`config.mk`:
```
export PLATFORM = sky130hd
export DESIGN_NAME = rmii_rx_sequencer
export DESIGN_NICKNAME = d
export VERILOG_FILES = /design/src/rtl/rmii_rx_sequencer.sv
export SDC_FILE = /design/constraint.sdc
export NUM_CORES = 1
export LEC_CHECK = 0
export ABC_AREA = 1
export CORE_MARGIN = 5
export CORE_UTILIZATION = 40
export CTS_BUF_LIST = sky130_fd_sc_hd__clkbuf_4 sky130_fd_sc_hd__clkbuf_8
export CTS_CLUSTER_SIZE = 25
export DETAILED_ROUTE_END_ITERATION = 8
export GPL_TIMING_DRIVEN = 0
export REMOVE_ABC_BUFFERS = 1
export SLEW_MARGIN = 15
export SYNTH_ARGS = -nofsm -noshare
export SYNTH_HDL_FRONTEND = slang
export SYNTH_SLANG_ARGS = --single-unit
```
`constraint.sdc`:
```
create_clock -name clk -period 1.5 [get_ports clk]
set_input_delay 0.225 -clock clk [delete_from_list [all_inputs] [get_ports clk]]
set_output_delay 0.225 -clock clk [all_outputs]
set_load 0.05 [all_outputs]
```
`src/rtl/rmii_rx_sequencer.sv`:
```
// RMII receive front end: hunts preamble/SFD, forwards payload dibits with one
// cycle of latency, and reports per-frame length and error status.
module rmii_rx_sequencer #(
  parameter int PRE_MIN    = 12,
  parameter int MIN_DIBITS = 256,
  parameter int MAX_DIBITS = 6072,
  parameter int CW         = $clog2(MAX_DIBITS + 1)
) (
  input  logic          clk,
  input  logic          rst,
  input  logic          crsdv,
  input  logic [1:0]    rxd,
  output logic          axiov,
  output logic [1:0]    axiod,
  output logic          frame_start,
  output logic          frame_done,
  output logic          frame_err,
  output logic [CW-2:0] frame_len,
  output logic [1:0]    dbg_state
);

  // Handshake: axiov/axiod is a valid-only stream with no back-pressure; each
  // cycle axiov=1 carries exactly one payload dibit, in wire order.

  typedef enum logic [1:0] {
    IDLE     = 2'd0,
    PREAMBLE = 2'd1,
    DATA     = 2'd2,
    DROP     = 2'd3
  } state_t;

  state_t          state_q;
  logic [4:0]      pre_cnt_q;
  logic [CW-1:0]   dcnt_q;
  logic            axiov_q;
  logic [1:0]      axiod_q;
  logic            frame_start_q;
  logic            frame_done_q;
  logic            frame_err_q;
  logic [CW-2:0]   frame_len_q;

  always_ff @(posedge clk) begin
    if (rst) begin
      state_q       <= IDLE;
      pre_cnt_q     <= '0;
      dcnt_q        <= '0;
      axiov_q       <= 1'b0;
      axiod_q       <= 2'b00;
      frame_start_q <= 1'b0;
      frame_done_q  <= 1'b0;
      frame_err_q   <= 1'b0;
      frame_len_q   <= '0;
    end else begin
      axiov_q       <= 1'b0;
      axiod_q       <= 2'b00;
      frame_start_q <= 1'b0;
      frame_done_q  <= 1'b0;
      frame_err_q   <= 1'b0;

      case (state_q)
        IDLE: begin
          if (crsdv && rxd == 2'b01) begin
            state_q   <= PREAMBLE;
            pre_cnt_q <= 5'd1;
          end
        end

        PREAMBLE: begin
          if (!crsdv) begin
            state_q <= IDLE;
          end else begin
            case (rxd)
              2'b01: begin
                if (pre_cnt_q != 5'd31) pre_cnt_q <= pre_cnt_q + 5'd1;
              end
              2'b11: begin
                if (pre_cnt_q >= 5'(PRE_MIN)) begin
                  state_q       <= DATA;
                  dcnt_q        <= '0;
                  frame_start_q <= 1'b1;
                end else begin
                  state_q <= DROP;
                end
              end
              default: state_q <= DROP;
            endcase
          end
        end

        DATA: begin
          if (crsdv) begin
            if (dcnt_q < CW'(MAX_DIBITS)) begin
              axiov_q <= 1'b1;
              axiod_q <= rxd;
              dcnt_q  <= dcnt_q + 1'b1;
            end else begin
              // Overlong: close the frame now and discard the rest of the carrier.
              frame_done_q <= 1'b1;
              frame_err_q  <= 1'b1;
              frame_len_q  <= (CW-1)'(MAX_DIBITS / 4);
              state_q      <= DROP;
            end
          end else begin
            frame_done_q <= 1'b1;
            frame_err_q  <= (dcnt_q < CW'(MIN_DIBITS)) || (dcnt_q[1:0] != 2'b00);
            frame_len_q  <= {1'b0, dcnt_q[CW-1:2]};
            state_q      <= IDLE;
          end
        end

        DROP: begin
          if (!crsdv) state_q <= IDLE;
        end

        default: state_q <= IDLE;
      endcase
    end
  end

  assign axiov       = axiov_q;
  assign axiod       = axiod_q;
  assign frame_start = frame_start_q;
  assign frame_done  = frame_done_q;
  assign frame_err   = frame_err_q;
  assign frame_len   = frame_len_q;
  assign dbg_state   = state_q;

endmodule

```
# Yosys cells after proc, flatten, opt, wreduce, memory -nomap -nowiden
# Index checks and enable logic that the tools add are counted.
dict set report totals {
  reg_bits 38
  inputBits 5
  output_inout_bits 20
  wordCells 77
}
dict set report op_classes {
  n_addsub 2
  order_cmp 3
  n_eq_ne 18
  n_mux 26
  bitwise_logic 5
  n_reduce_logical 14
}
# cell n
set ops {}
lappend ops {{$mux 13} 5}
lappend ops {{$pmux 13 s2} 1}
lappend ops {{$mux 12} 2}
lappend ops {{$mux 5} 4}
lappend ops {{$ne 2x2->1 const B} 10}
lappend ops {{$add 13x1->13 const B} 1}
lappend ops {{$lt 13x13->1 const B} 1}
lappend ops {{$lt 13x9->1 const B} 1}
lappend ops {{$mux 2} 5}
lappend ops {{$pmux 5 s2} 1}
lappend ops {{$pmux 2 s4} 1}
lappend ops {{$reduce_or 4->1} 2}
lappend ops {{$eq 2x2->1 const B} 3}
lappend ops {{$mux 1} 6}
lappend ops {{$ne 3x3->1 const B} 2}
lappend ops {{$reduce_and 6->1} 1}
lappend ops {{$reduce_bool 2->1} 3}
lappend ops {{$add 5x1->5 const B} 1}
lappend ops {{$ge 5x4->1 const B} 1}
lappend ops {{$ne 5x5->1 const B} 1}
lappend ops {{$not 1->1} 5}
lappend ops {{$reduce_and 5->1} 1}
lappend ops {{$eq 2x1->1 const B} 2}
lappend ops {{$pmux 2 s2} 1}
lappend ops {{7 further kinds} 7}

# Longest topological paths before layout
dict set report depth {
  word_depth 5
  depth_mapped 10
  ltp_nobuf 10
}

# Worst setup path after synthesis
# No wires, ideal clock.
dict set report synth_timing {
  kind {register to register}
  startpoint {register state_q[1] (netlist: dbg_state[1])}
  endpoint {register dcnt_q[7]}
  setup_ns 0.138
  arrival_ns 1.581
  setup_slack_ns -0.218
  path_stages_with_launch 10
  path_buffers 2
  synth_period_minus_slack_ns 1.718
  path_cell_list {dfxtp_1 > buf_2 > nand2_2 > inv_2 > nand3_2 > nand2_2 > buf_6 > nand2_8 > nand2_1 > a21oi_2}
}
dict set report synth_between {
  elab_chain_len 3
  word_cells_on_any_way 10
  classes_between {eq/ne: 7; mux: 1; reduce/logical: 2}
}
# item line
set synth_rtl {}
lappend synth_rtl {{start, declared} 32} ;# state_t state_q;
lappend synth_rtl {{start signal, assigned} 44} ;# state_q <= IDLE;
lappend synth_rtl {{start signal, assigned} 63} ;# state_q <= PREAMBLE;
lappend synth_rtl {{start signal, assigned} 70} ;# state_q <= IDLE;
lappend synth_rtl {{$eq 2x1->1 or $eq 2x2->1 (tied branches)} 60} ;# case (state_q)
lappend synth_rtl {{$ne 2x2->1 (no line) or $reduce_bool 2->1 (tied branches)} --}
lappend synth_rtl {{$reduce_and 6->1 (no line)} --}
lappend synth_rtl {{end signal, assigned} 95} ;# dcnt_q <= dcnt_q + 1'b1;
lappend synth_rtl {{end, declared} 34} ;# logic [CW-1:0] dcnt_q;
# Parallel ways exist; a longest one is shown, timed or not.
# A chain may end at the register's enable or synchronous reset.

# Final worst setup path
dict set report layout_timing {
  startpoint {register pre_cnt_q[0]}
  endpoint {register pre_cnt_q[0]}
}
dict set report layout_between {
  elab_chain_len 5
  word_cells_on_any_way 8
  classes_between {add/sub: 1; eq/ne: 2; mux: 4; reduce/logical: 1}
}
# item line
set layout_rtl {}
lappend layout_rtl {{start, declared} 33} ;# logic [4:0] pre_cnt_q;
lappend layout_rtl {{start signal, assigned} 74} ;# if (pre_cnt_q != 5'd31) pre_cnt_q <= pre_cnt_q + 5'd1;
lappend layout_rtl {{$add 5x1->5} 74}
lappend layout_rtl {{$mux 5} 74}
lappend layout_rtl {{$mux 5} 72} ;# case (rxd)
lappend layout_rtl {{$mux 5} 69} ;# if (!crsdv) begin
lappend layout_rtl {{$pmux 5 s2} 60}
# Parallel ways exist; a longest one is shown, timed or not. The select of a mux whose other input is x is not followed.

==> results.yml <==
yosys:
  ys_ff_latch: 37
  netlist_instances: 302
  synth_adder_area_share: 0.0317
  synth_edf_count: 0
  synth.distinct_cells: 23
  yosysWarnings: 0
  ys_seq_area_frac: 0.376
  synthMuxAreaShare: 0
  synth_top_family_by_area: "simple AND/OR/NAND/NOR gates"
  yosysTopAreaCell: "dfxtp_1"
  synthSimpleGateAreaFrac: 0.378
  synth_top_area_share: 0.376
  ys_async_sr_fraction: 0
  yosys_most_used_dff: "dfxtp_1"
  synth-xor-area-share: 0
  synth_area_leaders: "dfxtp_1, nand2_1, nor2_1, nand3_1, inv_1"
  avgSynthCellArea_um2: 6.53
  netlist_area_um2: 1970
  synth_compound_area_frac: 0.113
sta:
  fin_crit_sh: 0.945
  fin_skew_ns: 0.00886
  period_minus_slack_ns: 1.42
  finalSetupViolCount: 0
  setup_tns_ns: 0
  post-route-worst-setup-slack_ns: 0.0818
  rsz0062_at_grt: "yes"
  fmax_mhz: 705
  hold_viol_final: 0
  finalMaxSlewViolations: 0
floorplanning:
  initial_core_util: 0.414
  die_height_um: 80.2
  core-area_um2: 4750
  die_x_um: 80.2
  ios: 25
  dieArea_um2: 6430
  rows: 25
place:
  placed_area_um2: 2230
  dp_slack_ns: -0.928
  gp_congestion: 0.873
  dp_hpwl_um: 3320
  io_buffers: 23
pwr:
  seqPwrFrac: 0.457
  vdd_drop_max_mv: 0.408
  p_leak_nw: 1.03
  p_clk_frac: 0.287
  fin_total_pwr_mw: 2.44
  power.density_cell_area_nw_per_um2: 986
  power_frac_comb: 0.256
  p_int_mw: 1.56
  p_sw_uw: 882
  switching_share: 0.362
setup_path:
  endpoint_kind: "flop"
  critical_path_arrival_ns: 1.59
  startpoint_type: "flop"
  path_class: "flop to flop"
  required_ns: 1.67
  cp_max_fo: 6
clock_network:
  h-tree-depth: 2
  cts_buffers: 5
  root_buffer: "clkbuf_8"
  clockBufferDepth: 2
  clk_latency_ns: 0.29
  clkSinkCount: 37
  clk_pin_slew_worst_paths_ns: 0.07
  cts_tree: "yes"
detailed_routing:
  drc: 0
  wl_um: 4660
  wl_per_cell_um: 11.8
  routed_via_density: 4.76
  drtIter0Drc: 81
  postRouteAntennaNets: 0
  dr.pass1.iters: 4
  vias: 1882
layout:
  final_cell_area_um2: 2470
  fin_util: 0.520
  drive_above_1_share: 0.201
  fill_cells: 495
  area_growth_pct: 25.5
  nNetsFinal: 337
  diodes: 0
global_route:
  grt_pass1_wl_um: 7930
  grtUsageMet1: 0.208
  antenna_found_initial: 0
  top_usage_layer: "met2"
  use_met2: 0.246
  grtUsageTotal: 0.156
  grt-ovfl-total: 0
  grtUsageMet3: 0.0370
  grt_pass1_vias: 1647
  grt_max_degree: 21
status:
  status: "finished, final reports clean"
flow_run:
  maxCapViolations: 0
min_path:
  hold_path.class: "primary input to flop"
-- worst max-delay path, cell delays in order, from the launching register on --
cell and delay [ns]:
dfxtp_4 0.37, ha_4 0.14, inv_2 0.04, nor3_2 0.16, ha_2 0.19, nand2_1 0.08
nand3_4 0.11, inv_4 0.06, o21ai_1 0.11, a31oi_1 0.06
-- path summary, 6_finish.rpt --
check                                               start                        end  slack [ns]  cells after the start
worst min register to register  frame_len[2]$_SDFFE_PP0P_  frame_len[2]$_SDFFE_PP0P_        0.46                      2
worst max register to register  pre_cnt_q[0]$_SDFFE_PP0P_  pre_cnt_q[0]$_SDFFE_PP0P_        0.08                      9
worst min-delay path                                crsdv       frame_err$_SDFF_PP0_        0.40                      3
worst max-delay path            pre_cnt_q[0]$_SDFFE_PP0P_  pre_cnt_q[0]$_SDFFE_PP0P_        0.08                      9
-- metrics by stage --
| stage | hold WS, ns | cells |
|---|---|---|
| 2_1_floorplan | 0.287 | 293 |
| 3_3_place_gp | 0.448 | 383 |
| 3_5_place_dp | 0.458 | 383 |
| 4_1_cts | 0.421 | 392 |
| 5_1_grt | 0.412 | 395 |
| 6_report | 0.401 | 395 |
-- power by group through the flow --
| stage | logic [mW] | registers (mW) | clock network [mW] |
|---|---|---|---|
| floorplan | 0.339 | 1.20 | 0 |
| global route | 0.700 | 1.13 | 0.775 |
| CTS | 0.620 | 1.11 | 0.731 |
| global placement | 0.579 | 1.13 | 0 |
| finish | 0.624 | 1.11 | 0.699 |
| detailed placement | 0.582 | 1.13 | 0 |
-- sequential cells by signal, summed over array words and instances (netlist names) --
| register | count |
|---|---|
| axiod | 2 |
| dbg_state | 2 |
| frame_len | 11 |
| axiov | 1 |
| dcnt_q | 13 |
| frame_start | 1 |
| frame_err | 1 |
| pre_cnt_q | 5 |
| frame_done | 1 |
-- Yosys cell counts, drive strengths merged (2+ instances only) --
cell type  number
buf             6
nand4           5
ha              5
o21ai          18
nand3          36
dfxtp          37
clkbuf          3
nor2           55
nor3            6
nand2          69
or2             2
inv            37
a21oi          20
-- layer usage --
layer  up-vias  part of all wire
met2        18              0.45
met5         -                 0
met3         7             0.026
met4         0             0.012
met1       834              0.51
li1       1023                 -
-- layout make-up --
class	count	area, um2	share of cell area
multi-input combinational	219	1150	0.466
timing repair buffer	26	231	0.0936
inverter	38	154	0.0622
tap	67	83.8	0.0339
sequential	37	764	0.309
clock inverter	2	10.0	0.00405
clock buffer	6	76.3	0.0309
-- kinds of logic after synthesis --
kind of cell / after synthesis
other cells: 1
flops: 37
compound gates: 39
simple gates: 173
fa+ha+maj: 5
buf+inv: 47
-- what timing repair did --
item,in CTS,in global routing
pin swaps,2,2
gates cloned,1,0
resized for setup,54,24
hold buffers,0,0
endpoints found under the setup margin,49,32
setup buffers,0,3
-- placed cells by master, fill, tap and decap left out, types with 3 or more instances in the layout --
master and count:
a21oi_1 13, a21oi_2 7, buf_4 3, clkbuf_8 5, clkinv_2 3, dfxtp_1 22, dfxtp_2 13, dlygate4sd2_1 17
ha_1 3, inv_1 31, inv_2 3, nand2_1 63, nand2_2 3, nand3_1 32, nand3_4 3, nand4_1 5
nor2_1 48, nor2_2 6, nor3_1 5, o21ai_0 16
(Power assumes the default switching activity.)
